$ cat src/rtl/ncl_ula_sink_if.sv
// Handshake bundle between the NCL ALU stage, the sink and its single-rail consumer.
interface ncl_ula_sink_if #(
  parameter int unsigned WIDTH = 4
);
  logic [2*WIDTH-1:0] soma;
  logic [1:0]         of;
  logic [1:0]         neg;
  logic [1:0]         zero;
  logic               ack_ula;
  logic [WIDTH-1:0]   result_data;
  logic [2:0]         result_flags;
  logic               result_valid;
  logic               result_ready;
  logic               illegal_err;
  logic               timeout_err;

  modport master (
    output soma, of, neg, zero, result_ready,
    input  ack_ula, result_data, result_flags, result_valid, illegal_err, timeout_err
  );

  modport slave (
    input  soma, of, neg, zero, result_ready,
    output ack_ula, result_data, result_flags, result_valid, illegal_err, timeout_err
  );
endinterface

$ cat src/rtl/ncl_ula_sink.sv
// Clocked sink for the NCL dual-rail ALU stage: synchronise, check completeness, ack, emit word.
// Optional watchdog compiled in with `define ULA_SINK_TIMEOUT_EN.
module ncl_ula_sink #(
  parameter int unsigned WIDTH          = 4,
  parameter int unsigned STABLE_CYCLES  = 2,
  parameter int unsigned TIMEOUT_CYCLES = 1000
) (
  input  logic            clk,
  input  logic            rst_n,
  ncl_ula_sink_if.slave   bus
);

  localparam int unsigned NPAIR = WIDTH + 3;
  localparam int unsigned VW    = 2 * NPAIR;
  localparam int unsigned SCW   = (STABLE_CYCLES > 1) ? $clog2(STABLE_CYCLES) : 1;
  localparam logic [SCW-1:0] SC_MAX = SCW'(STABLE_CYCLES - 1);

  if (STABLE_CYCLES == 0 || TIMEOUT_CYCLES == 0) begin : g_bad_cfg
    $error("ncl_ula_sink: STABLE_CYCLES and TIMEOUT_CYCLES must be >= 1");
  end

  typedef enum logic {ST_RFD = 1'b0, ST_RFN = 1'b1} state_e;

  state_e            state_q, state_d;
  logic [VW-1:0]     sync1_q, sync2_q;
  logic [SCW-1:0]    scnt_q, scnt_d;
  logic [WIDTH-1:0]  data_q, data_d;
  logic [2:0]        flags_q, flags_d;
  logic              valid_q, valid_d;
  logic              ill_q, ill_d;

  logic              stable_c;
  logic              all_data_c;
  logic              all_null_c;
  logic              any_ill_c;
  logic [NPAIR-1:0]  word_c;

  // Pair order in the vector: soma bits, then of, neg, zero.
  always_ff @(posedge clk or negedge rst_n) begin
    if (!rst_n) begin
      sync1_q <= '0;
      sync2_q <= '0;
    end else begin
      sync1_q <= {bus.zero, bus.neg, bus.of, bus.soma};
      sync2_q <= sync1_q;
    end
  end

  // Restart the count on the edge the synchronised vector changes; saturate once stable.
  always_comb begin
    scnt_d = scnt_q;
    if (sync1_q != sync2_q) begin
      scnt_d = '0;
    end else if (scnt_q != SC_MAX) begin
      scnt_d = scnt_q + SCW'(1);
    end
  end

  assign stable_c = (scnt_q == SC_MAX);

  always_comb begin
    logic [1:0] pair;
    pair       = 2'b00;
    all_data_c = 1'b1;
    all_null_c = 1'b1;
    any_ill_c  = 1'b0;
    word_c     = '0;
    for (int i = 0; i < int'(NPAIR); i++) begin
      pair       = sync2_q[2*i +: 2];
      all_data_c = all_data_c & ((pair == 2'b01) | (pair == 2'b10));
      all_null_c = all_null_c & (pair == 2'b00);
      any_ill_c  = any_ill_c | (pair == 2'b11);
      word_c[i]  = pair[1];
    end
  end

  // FSM next state and output register updates.
  always_comb begin
    state_d = state_q;
    data_d  = data_q;
    flags_d = flags_q;
    valid_d = valid_q;
    ill_d   = ill_q;

    if (valid_q && bus.result_ready) begin
      valid_d = 1'b0;
    end

    if (stable_c && any_ill_c) begin
      ill_d = 1'b1;
    end else if (stable_c) begin
      unique case (state_q)
        ST_RFD: begin
          if (all_data_c && (!valid_q || bus.result_ready)) begin
            data_d  = word_c[WIDTH-1:0];
            flags_d = {word_c[WIDTH], word_c[WIDTH+1], word_c[WIDTH+2]};
            valid_d = 1'b1;
            state_d = ST_RFN;
          end
        end
        ST_RFN: begin
          if (all_null_c) begin
            state_d = ST_RFD;
          end
        end
        default: state_d = ST_RFD;
      endcase
    end
  end

  always_ff @(posedge clk or negedge rst_n) begin
    if (!rst_n) begin
      state_q <= ST_RFD;
      scnt_q  <= '0;
      data_q  <= '0;
      flags_q <= '0;
      valid_q <= 1'b0;
      ill_q   <= 1'b0;
    end else begin
      state_q <= state_d;
      scnt_q  <= scnt_d;
      data_q  <= data_d;
      flags_q <= flags_d;
      valid_q <= valid_d;
      ill_q   <= ill_d;
    end
  end

  assign bus.ack_ula      = (state_q == ST_RFD);
  assign bus.result_data  = data_q;
  assign bus.result_flags = flags_q;
  assign bus.result_valid = valid_q;
  assign bus.illegal_err  = ill_q;

`ifdef ULA_SINK_TIMEOUT_EN
  localparam int unsigned TCW = $clog2(TIMEOUT_CYCLES + 1);

  logic [TCW-1:0] tcnt_q, tcnt_d;
  logic           tmo_q, tmo_d;

  // Wait-time counter restarts on every state change (a capture is one); saturates at the limit.
  always_comb begin
    tcnt_d = tcnt_q;
    tmo_d  = tmo_q;
    if (state_d != state_q) begin
      tcnt_d = '0;
    end else if (tcnt_q != TCW'(TIMEOUT_CYCLES)) begin
      tcnt_d = tcnt_q + TCW'(1);
    end
    if (tcnt_d == TCW'(TIMEOUT_CYCLES)) begin
      tmo_d = 1'b1;
    end
  end

  always_ff @(posedge clk or negedge rst_n) begin
    if (!rst_n) begin
      tcnt_q <= '0;
      tmo_q  <= 1'b0;
    end else begin
      tcnt_q <= tcnt_d;
      tmo_q  <= tmo_d;
    end
  end

  assign bus.timeout_err = tmo_q;
`else
  assign bus.timeout_err = 1'b0;
`endif

endmodule

$ cat src/flat_wrapper.sv
// flat-port wrapper written by rule: the top's interface ports become plain ports
module ncl_ula_sink_flat 
#(
  parameter int unsigned WIDTH          = 4,
  parameter int unsigned STABLE_CYCLES  = 2,
  parameter int unsigned TIMEOUT_CYCLES = 1000
)
  (clk, rst_n, bus_soma, bus_of, bus_neg, bus_zero, bus_result_ready, bus_ack_ula, bus_result_data, bus_result_flags, bus_result_valid, bus_illegal_err, bus_timeout_err);
  ncl_ula_sink_if #(.WIDTH(WIDTH)) bus_i ();
  input  logic clk;
  input  logic rst_n;
  input wire logic [$bits(bus_i.soma)-1:0] bus_soma;
  input wire logic [$bits(bus_i.of)-1:0] bus_of;
  input wire logic [$bits(bus_i.neg)-1:0] bus_neg;
  input wire logic [$bits(bus_i.zero)-1:0] bus_zero;
  input wire logic [$bits(bus_i.result_ready)-1:0] bus_result_ready;
  output wire logic [$bits(bus_i.ack_ula)-1:0] bus_ack_ula;
  output wire logic [$bits(bus_i.result_data)-1:0] bus_result_data;
  output wire logic [$bits(bus_i.result_flags)-1:0] bus_result_flags;
  output wire logic [$bits(bus_i.result_valid)-1:0] bus_result_valid;
  output wire logic [$bits(bus_i.illegal_err)-1:0] bus_illegal_err;
  output wire logic [$bits(bus_i.timeout_err)-1:0] bus_timeout_err;
  assign bus_i.soma = bus_soma;
  assign bus_i.of = bus_of;
  assign bus_i.neg = bus_neg;
  assign bus_i.zero = bus_zero;
  assign bus_i.result_ready = bus_result_ready;
  assign bus_ack_ula = bus_i.ack_ula;
  assign bus_result_data = bus_i.result_data;
  assign bus_result_flags = bus_i.result_flags;
  assign bus_result_valid = bus_i.result_valid;
  assign bus_illegal_err = bus_i.illegal_err;
  assign bus_timeout_err = bus_i.timeout_err;
  ncl_ula_sink #(.WIDTH(WIDTH), .STABLE_CYCLES(STABLE_CYCLES), .TIMEOUT_CYCLES(TIMEOUT_CYCLES)) u_core (.clk(clk), .rst_n(rst_n), .bus(bus_i));
endmodule
$ cat config.mk
export PLATFORM = sky130hd
export DESIGN_NAME = ncl_ula_sink_flat
export DESIGN_NICKNAME = d
export VERILOG_FILES = /design/src/rtl/ncl_ula_sink_if.sv /design/src/rtl/ncl_ula_sink.sv /design/src/flat_wrapper.sv
export SDC_FILE = /design/constraint.sdc
export NUM_CORES = 1
export LEC_CHECK = 0
export CORE_UTILIZATION = 51
export CTS_CLUSTER_DIAMETER = 60
export CTS_CLUSTER_SIZE = 8
export DETAILED_ROUTE_END_ITERATION = 10
export PLACE_DENSITY = 0.82
export SLEW_MARGIN = 20
export SYNTH_ARGS = -nofsm -noshare
export SYNTH_HDL_FRONTEND = slang
export SYNTH_SLANG_ARGS = --single-unit
export TNS_END_PERCENT = 50
$ cat constraint.sdc
create_clock -name clk -period 2.1 [get_ports clk]
set_input_delay 0.21 -clock clk [delete_from_list [all_inputs] [get_ports clk]]
set_output_delay 0.21 -clock clk [all_outputs]
set_load 0.05 [all_outputs]
# --- Yosys cells after proc, flatten, opt, wreduce, memory -nomap -nowiden ---
# Cells that the tools add are included.
word_totals:
  regBits: 39
  wordCells: 82
op_classes:
  addsub: 1
  n_eq_ne: 22
  n_mux: 10
  bitwise_logic: 27
  reduce_logical: 14
ops:
  columns: ["op", "count"]
  rows:
  - ["2-bit == test (second input constant)", 14]
  - ["2-bit by 1-bit == test with 1-bit output (second input constant)", 7]
  - ["2-bit logical NOT", 7]
  - ["14-bit inequality test", 1]
  - ["1-bit OR", 13]
  - ["1-bit AND", 12]
  - ["1-bit two-way mux", 9]
  - ["4-bit AND reduction", 1]
  - ["1-bit logical AND", 3]
  - ["1-bit inverter", 2]
  - ["1-bit case mux with 2 select lines", 1]
  - ["2-bit AND reduction", 1]
  - ["1-bit adder (second input constant)", 1]
  - ["1-bit logical NOT", 1]
  - ["1-bit logical OR", 1]

# --- Logic depth before layout (Yosys ltp) ---
# Gate-level depths: netlist of the first run.
logic_depth:
  ltp_word: 13
  depth_mapped: 7
  depth_no_buf: 6

# --- Worst setup path after synthesis of the first run ---
# No wires, ideal clock.
synth_path:
  path_type: "flip-flop to flip-flop"
  from: "reg u_core.sync2_q[6]"
  to: "reg u_core.data_q[0], in the netlist u_core.bus.result_data[0]"
  setup_time_ns: 0.125
  t_arrival_ns: 1.765
  t_required_ns: 1.975
  path_slack_ns: 0.210
  path_stages_with_launch: 7
  path_buffers: 1
  period_less_slack_ns: 1.890
  cell_sequence: "dfrtp_1 -> ha_1 -> nor4_2 -> nand2_1 -> or3b_1 -> buf_6 -> mux2_4"
synth_via:
  elab_chain_len: 8
  elab_cells_between_ends: 16
  classes_between: "eq/ne (3); bitwise (10); reduce/logical (3)"
synth_lines:
  columns: ["item", "line_no", "rtl"]
  rows:
  - ["from (decl)", "ncl_ula_sink.sv:25", "logic [VW-1:0] sync1_q, sync2_q;"]
  - ["from (signal assigned)", "ncl_ula_sink.sv:45", "sync2_q <= sync1_q;"]
  - ["2-bit by 1-bit == test with 1-bit output (tied with other cells)", "ncl_ula_sink.sv:70", "all_data_c = all_data_c & ((pair == 2'b01) | (pair == 2'b10));"]
  - ["1-bit OR, on equally long branches", "ncl_ula_sink.sv:70, ncl_ula_sink.sv:72", null]
  - ["1-bit AND or 1-bit OR (tied branches) (3 in a row)", "ncl_ula_sink.sv:70, ncl_ula_sink.sv:72", null]
  - ["1-bit AND or 1-bit logical AND (tied branches)", "ncl_ula_sink.sv:70, ncl_ula_sink.sv:89", null]
  - ["1-bit logical AND or 1-bit inverter (tied branches)", null, null]
  - ["4-bit AND reduction (no line) (*)", null, null]
  - ["to (signal assigned)", "ncl_ula_sink.sv:122", "data_q <= data_d;"]
  - ["to (decl)", "ncl_ula_sink.sv:27", "logic [WIDTH-1:0] data_q, data_d;"]
# Every way passes the cells marked *; elsewhere a longest branch is shown, timed or not.
# A chain may end at the register's enable or synchronous reset.

# --- Worst setup path after layout of the first run ---
layout_path:
  from: "reg u_core.sync2_q[9]"
  to: "reg u_core.data_q[3], in the netlist u_core.bus.result_data[3]"
layout_via:
  elab_chain_len: 7
  elab_cells_between_ends: 14
  classes_between: "eq/ne (3); bitwise (8); reduce/logical (3)"
layout_lines:
  columns: ["item", "line_no"]
  rows:
  - ["2-bit by 1-bit == test with 1-bit output (tied with other cells)", "ncl_ula_sink.sv:70"]
  - ["1-bit OR, on equally long branches", "ncl_ula_sink.sv:70, ncl_ula_sink.sv:72"]
  - ["1-bit AND or 1-bit OR (tied branches) (2 in a row)", "ncl_ula_sink.sv:70, ncl_ula_sink.sv:72"]
  - ["1-bit AND or 1-bit logical AND (tied branches)", "ncl_ula_sink.sv:70, ncl_ula_sink.sv:89"]
  - ["1-bit logical AND or 1-bit inverter (tied branches)", null]
  - ["4-bit AND reduction (no line) (*)", null]
# Marked as above.

==> key figures, run 1 <==
Layout
  • Commonest non-fill, non-tap cell in the layout: dfrtp_1
  • Commonest cells after routing, fill and taps aside: 39 x dfrtp_1, 26 x clkdlybuf4s50_1, 15 x inv_1
  • Fraction of layout cells with a size suffix above 1: 16.33%
  • Area growth syn-to-layout: 26.38%
  • Nets@finish: 177
  • ANT cells: 0
  • Final Cell Area: 0.002002 mm2

Power and ir drop
  • Pwr/cell area: 759.8 mW/mm2
  • Peak VDD IR: 680.9 uV
  • Lkg Pwr: 0.9765 nW

GRT
  • Antenna violations before repair: 0
  • Global-route wire length before repair: 3.953 mm
  • Largest net degree at the start of global routing: 40
  • Vias in the first global route: 952
  • Grt total ovfl: 0
  • GRT Total Usage: 16.39%

Floorplanning
  • Initial Util: 55.53%
  • Placement row count: 19
  • Die width: 57.73 um
  • Ports: 28
  • Core box area: 0.002853 mm2
  • Die area: 0.003333 mm2
  • DIE HEIGHT: 57.73 um

Worst setup path
  • Critical-path top delay cell: or3b_4
  • CP Class: reg2reg
  • CP max stage delay: 0.47 ns
  • Crit start category: flip-flop
  • Worst-path fanout max: 8
  • Crit. End Element: flip-flop
  • CP arrival: 2.21 ns
  • Worst EP required: 2.34 ns
  • Cell breakdown of the critical path: inv_1 > ha_1 > and4b_2 > nand4_1 > or3b_4 > mux2_4

STA
  • Sum of negative setup slack: 0 ns
  • Final setup viols: 0
  • Slew Limit Fails: 0
  • Final Hold Viols: 0
  • FMAX: 0.5088 GHz
  • Tmin final: 1.965 ns
  • PnR worst setup slack: 0.1345 ns
  • Max transition margin: 66.86%
  • RSZ-0062 raised after global routing: no
  • Worst-Margin Slew: 0.4956 ns
  • Final period utilization: 93.59%
  • Worst Clk Skew: 0.005004 ns

Clock tree
  • CTS tree: yes
  • Post-CTS Setup Inserts: 0
  • Post_cts resized: 0
  • Htree depth: 2
  • Skew-Pair Late Insertion Delay: 0.35 ns
  • Num Clock Sinks: 39
  • Clock root cell: clkbuf_4
  • Max Buffers Root-to-Sink: 2
  • Post-CTS Hold Buffers: 0
  • TritonCTS Buffers: 5
  • Clock-pin slew on the worst setup and hold paths: 0.11 ns

Placed design
  • Placed Area: 0.001894 mm2
  • HPWL after DPL: 1.768 mm
  • Port Buffers: 26
  • Pre-CTS WS: 0.01512 ns
  • Routability congestion estimate: 0.7952

Drt
  • Avg WL per Cell: 12.59 um
  • Vias/cell: 4.933
  • Initial drt markers: 21
  • Post-DRT Antenna Nets: 0
  • First drt pass iteration count: 9
  • Via count: 878
  • Post-Route WL: 2.241 mm
  • Number of remaining DRC errors: 1

Yosys
  • Gate Count Post-Synth: 111
  • Yosys reg bits: 39
  • Asr flop ratio synth: 100.0%
  • Mapped Nets: 142
  • Ys flop type: dfrtp_1
  • Yosys warnings: 0
  • Register area share after synthesis: 61.61%
  • Synth cell types: 21
  • Mapped cell area: 0.001584 mm2
  • Avg Cell Area, Syn: 14.27 um2
  • Number of synthesized flops with an enable pin: 0

Run status
  • Status: finished, violations left
  • Violated checks: design-rule violations

Min path
  • Hold Crit Class: in2async

Flow run
  • Max_cap viols: 0
[logic make-up after synthesis]
kind of cell | count (synthesis) | synth area share, %
buffers and inverters | 17 | 4.739
AND/OR/NAND/NOR | 16 | 6.793
other | 1 | 0.2367
adder cells (fa/ha/maj) | 14 | 11.06
XOR/XNOR | 14 | 7.740
multiplexers | 7 | 6.635
flip-flops | 39 | 61.61
AO/OA/AOI/OAI | 3 | 1.185
[critical path, delay by kind of cell (launching register included)]
kind	cells	cell delay (ns)
simple gates	3	0.78
fa+ha+maj	1	0.26
mux	1	0.32
flops	1	0.43
buf+inv	1	0.06
[worst paths after layout]
check                           cells past startpoint  slack, ns                               endpoint                         start
worst max-delay path                                6       0.13  u_core.bus.result_data[3]$_DFFE_PN0P_   u_core.sync2_q[9]$_DFF_PN0_
worst min-delay path                                2       0.26           u_core.sync2_q[12]$_DFF_PN0_                         rst_n
worst max register to register                      6       0.13  u_core.bus.result_data[3]$_DFFE_PN0P_   u_core.sync2_q[9]$_DFF_PN0_
worst min register to register                      0       0.40           u_core.sync2_q[12]$_DFF_PN0_  u_core.sync1_q[12]$_DFF_PN0_
max in group asynchronous                           2       1.51     u_core.bus.illegal_err$_DFFE_PN0P_                         rst_n
min in group clk                                    1       0.28            u_core.sync1_q[0]$_DFF_PN0_                   bus_soma[0]
[Yosys cell counts, drive strengths merged, types with 2 or more instances]
master	count	area [um2]
nand4	5	31.28
xnor2	10	87.58
buf	2	18.77
mux2	7	105.1
nor3	3	15.01
dfrtp	39	975.9
o21ai	2	10.01
ha	14	175.2
xor2	4	35.03
inv	15	56.30
nor4	2	18.77
[stage by stage]
stage	utilization, %	power (W)	hold slack, ns	cells
4_1_cts	70.09	0.001540	0.2699	178
6_report	70.18	0.001521	0.2624	178
2_1_floorplan	-	0.0008627	-0.08559	111
5_1_grt	70.18	0.001585	0.2700	178
3_3_place_gp	66.40	0.0009237	0.3768	170
3_5_place_dp	66.40	0.0009273	0.3798	170
[metal layers]
metal	wire length (um)	GRT usage, %
met4	68	10.20
met2	1055	26.25
met3	111	4.688
met1	1005	19.67
met5	0	0
[flip-flops by register name, summed over array words and instances (netlist names)]
signal                   count
u_core.sync1_q              14
u_core.sync2_q              14
u_core.bus.result_data       4
u_core.bus.result_flags      3
u_core.bus.illegal_err       1
u_core.bus.result_valid      1
u_core.scnt_q                1
u_core.state_q               1
[final cells by class]
class	count	area [um2]
repair buffers	30	290.3
well taps	31	38.79
multi-input cells	55	535.5
flip-flops and latches	39	975.9
clock inverters	3	67.56
inverters	15	56.30
clock buffers	5	37.54
fillers	211	850.8
[power breakdown]
group          switching, W  internal, W
clock              0.000241     0.000370
combinational     0.0000462    0.0000606
sequential        0.0000249     0.000778
total              0.000312      0.00121
No activity file was read; power rests on OpenSTA's default activity.
==> run 2, diff against run 1 <==
Settings changed: CORE_UTILIZATION 51 to 54, CTS_BUF_LIST set to sky130_fd_sc_hd__clkbuf_2 sky130_fd_sc_hd__clkbuf_4 sky130_fd_sc_hd__clkbuf_8, PLACE_DENSITY 0.82 to 0.86.
==> run 2 against run 1 <==
The run now ends clean. Sequential share of layout area decreased by 0.39 points. Register-to-register slack worse by 0.09 ns. Die area down 5.4%. First-iteration DRC count down 67%. Critical path depth is the same. Cell count up 4.5%. Via count grew 7.7%. Critical path type unchanged. Largest cell class unchanged. Highest routed layer unchanged.
==> key figures, run 2 (synthesized netlist as in run 1, its figures left out) <==
Worst setup path
  • Reg2reg path depth: 6
  • Worst-path fanout max: 8
  • R2R setup slack: 0.05 ns
  • RR Endpoint: u_core.bus.result_flags[0]$_DFFE_PN0P_
  • Critical-path top delay cell: or3b_4
  • Buf/Inv on CP: 1
  • Crit start category: flip-flop
  • Cell breakdown of the critical path: inv_1 > ha_1 > and3_2 > nand4_1 > or3b_4 > mux2_4
  • Worst EP required: 2.34 ns
  • Family with the most delay on the worst path: simple AND/OR/NAND/NOR gates
  • RR Startpoint: u_core.sync2_q[10]$_DFF_PN0_
  • CP Class: reg2reg
  • CP arrival: 2.30 ns
  • CP max stage delay: 0.51 ns
  • Crit. End Element: flip-flop

Drt
  • Initial drt markers: 7
  • Post-DRT Antenna Nets: 0
  • Number of remaining DRC errors: 0
  • Avg WL per Cell: 15.07 um
  • Vias/cell: 5.086
  • Post-Route WL: 2.803 mm
  • Via count: 946
  • First drt pass iteration count: 4

GRT
  • GRT Total Usage: 19.88%
  • Vias in the first global route: 984
  • Global-route wire length before repair: 4.395 mm
  • Largest net degree at the start of global routing: 40
  • Grt total ovfl: 0
  • Antenna violations before repair: 0

STA
  • Worst-Margin Slew: 0.5232 ns
  • Max transition margin: 65.01%
  • Worst Clk Skew: 0.007891 ns
  • FMAX: 0.4867 GHz
  • Tmin final: 2.055 ns
  • Slew Limit Fails: 0
  • Final period utilization: 97.85%
  • Final setup viols: 0
  • Final Hold Viols: 0

Placed design
  • Placed Area: 0.001894 mm2
  • Port Buffers: 26
  • HPWL after DPL: 2.034 mm
  • Routability congestion estimate: 0.8077

Layout
  • Nets@finish: 185
  • Commonest cells after routing, fill and taps aside: 39 x dfrtp_1, 26 x clkdlybuf4s50_1, 15 x inv_1
  • ANT cells: 0
  • Final Cell Area: 0.002018 mm2
  • Fraction of layout cells with a size suffix above 1: 20.65%
  • Commonest non-fill, non-tap cell in the layout: dfrtp_1
  • Final core occ: 73.19%
  • Area growth syn-to-layout: 27.41%
  • Fill cells: 189

Run status
  • Status: finished clean

Clock tree
  • Max Buffers Root-to-Sink: 2
  • Num Clock Sinks: 39
  • TritonCTS Buffers: 5
  • CTS tree: yes
  • Skew-Pair Late Insertion Delay: 0.35 ns
  • Clock root cell: clkbuf_4
  • Htree depth: 2
  • Clock-pin slew on the worst setup and hold paths: 0.13 ns

Floorplanning
  • DIE HEIGHT: 56.16 um
  • Ports: 28
  • Placement row count: 19
  • Die area: 0.003154 mm2
  • Die width: 56.16 um
  • Core box area: 0.002758 mm2
  • Initial Util: 57.44%

Min path
  • Hold Crit Class: in2async

Flow run
  • Max_cap viols: 0

Power and ir drop
  • Lkg Pwr: 0.9913 nW
  • Pwr/cell area: 656.7 mW/mm2
  • Peak VDD IR: 661.3 uV
==> run 2: cell types whose count changed in the layout (fill, tap and decap cells not counted), sizes merged <==
cell | previous run | this run
inv | 15 | 16
bufinv | 2 | 0
buf | 4 | 12
clkinvlp | 1 | 2
==> run 2: stage by stage <==
step | total power (W) | TNS, ns | setup WS (ns) | instances | hold slack (ns)
6_report | 0.001325 | 0 | 0.04525 | 186 | 0.2663
4_1_cts | 0.001333 | 0 | 0.04354 | 178 | 0.2530
3_5_place_dp | 0.0009326 | -0.3488 | -0.05775 | 170 | 0.3814
2_1_floorplan | 0.0008627 | 0 | 0.2100 | 111 | -0.08559
3_3_place_gp | 0.0009225 | 0 | 0.03618 | 170 | 0.3756
5_1_grt | 0.001389 | -0.04495 | -0.01030 | 186 | 0.2473
==> run 2: final cells by class <==
| class | count | area [um2] | area share [%] |
|---|---|---|---|
| sequential | 39 | 975.9 | 48.36 |
| multi-input combinational | 55 | 535.5 | 26.53 |
| timing repair buffer | 38 | 350.3 | 17.36 |
| inverter | 15 | 56.30 | 2.790 |
| tap | 31 | 38.79 | 1.922 |
| clock buffer | 5 | 37.54 | 1.860 |
| clock inverter | 3 | 23.77 | 1.178 |
==> run 2: timing repair <==
item	4_1_cts	5_1_grt
setup buffers	0	8
endpoints found under the setup margin	7	7
resized for setup	1	0
pin swaps	0	2
hold buffers	0	0
==> run 2: layer usage <==
| metal | vias to the layer above | track usage [%] | part of all wire, % |
|---|---|---|---|
| li1 | 444 | - | - |
| met1 | 458 | 20.61 | 40 |
| met2 | 30 | 31.80 | 51 |
| met3 | 14 | 8.372 | 4.5 |
| met4 | 0 | 14.98 | 5.4 |
| met5 | - | 0 | 0 |
==> run 2: report_power, final <==
group / switching (W) / internal, W
clock network: 0.000262 / 0.000134
logic: 0.0000547 / 0.0000710
registers: 0.0000250 / 0.000778
total: 0.000342 / 0.000983
==> run 2: worst max path at each step <==
stage	start	end	slack, ns	cells past startpoint
2_1_floorplan	u_core.sync2_q[6]$_DFF_PN0_	u_core.bus.result_data[0]$_DFFE_PN0P_	0.21	6
3_3_place_gp	u_core.sync2_q[1]$_DFF_PN0_	u_core.bus.result_data[0]$_DFFE_PN0P_	0.04	6
3_5_place_dp	u_core.sync2_q[1]$_DFF_PN0_	u_core.bus.result_data[3]$_DFFE_PN0P_	-0.06	6
4_1_cts	u_core.sync2_q[1]$_DFF_PN0_	u_core.bus.result_data[3]$_DFFE_PN0P_	0.04	6
5_1_grt	u_core.sync2_q[1]$_DFF_PN0_	u_core.bus.result_data[1]$_DFFE_PN0P_	-0.01	6
6_report	u_core.sync2_q[10]$_DFF_PN0_	u_core.bus.result_flags[0]$_DFFE_PN0P_	0.05	6
==> run 3, diff against run 2 <==
==> constraint.sdc (replaced) <==
create_clock -name clk -period 2.1 [get_ports clk]
set_input_delay 0.315 -clock clk [delete_from_list [all_inputs] [get_ports clk]]
set_output_delay 0.315 -clock clk [all_outputs]
set_load 0.05 [all_outputs]
==> results of run 3 <==
The final DEF is identical to that of run 2. Status: finished clean.
Main changes from that run: hold slack 0.2663 ns -> 0.3713 ns
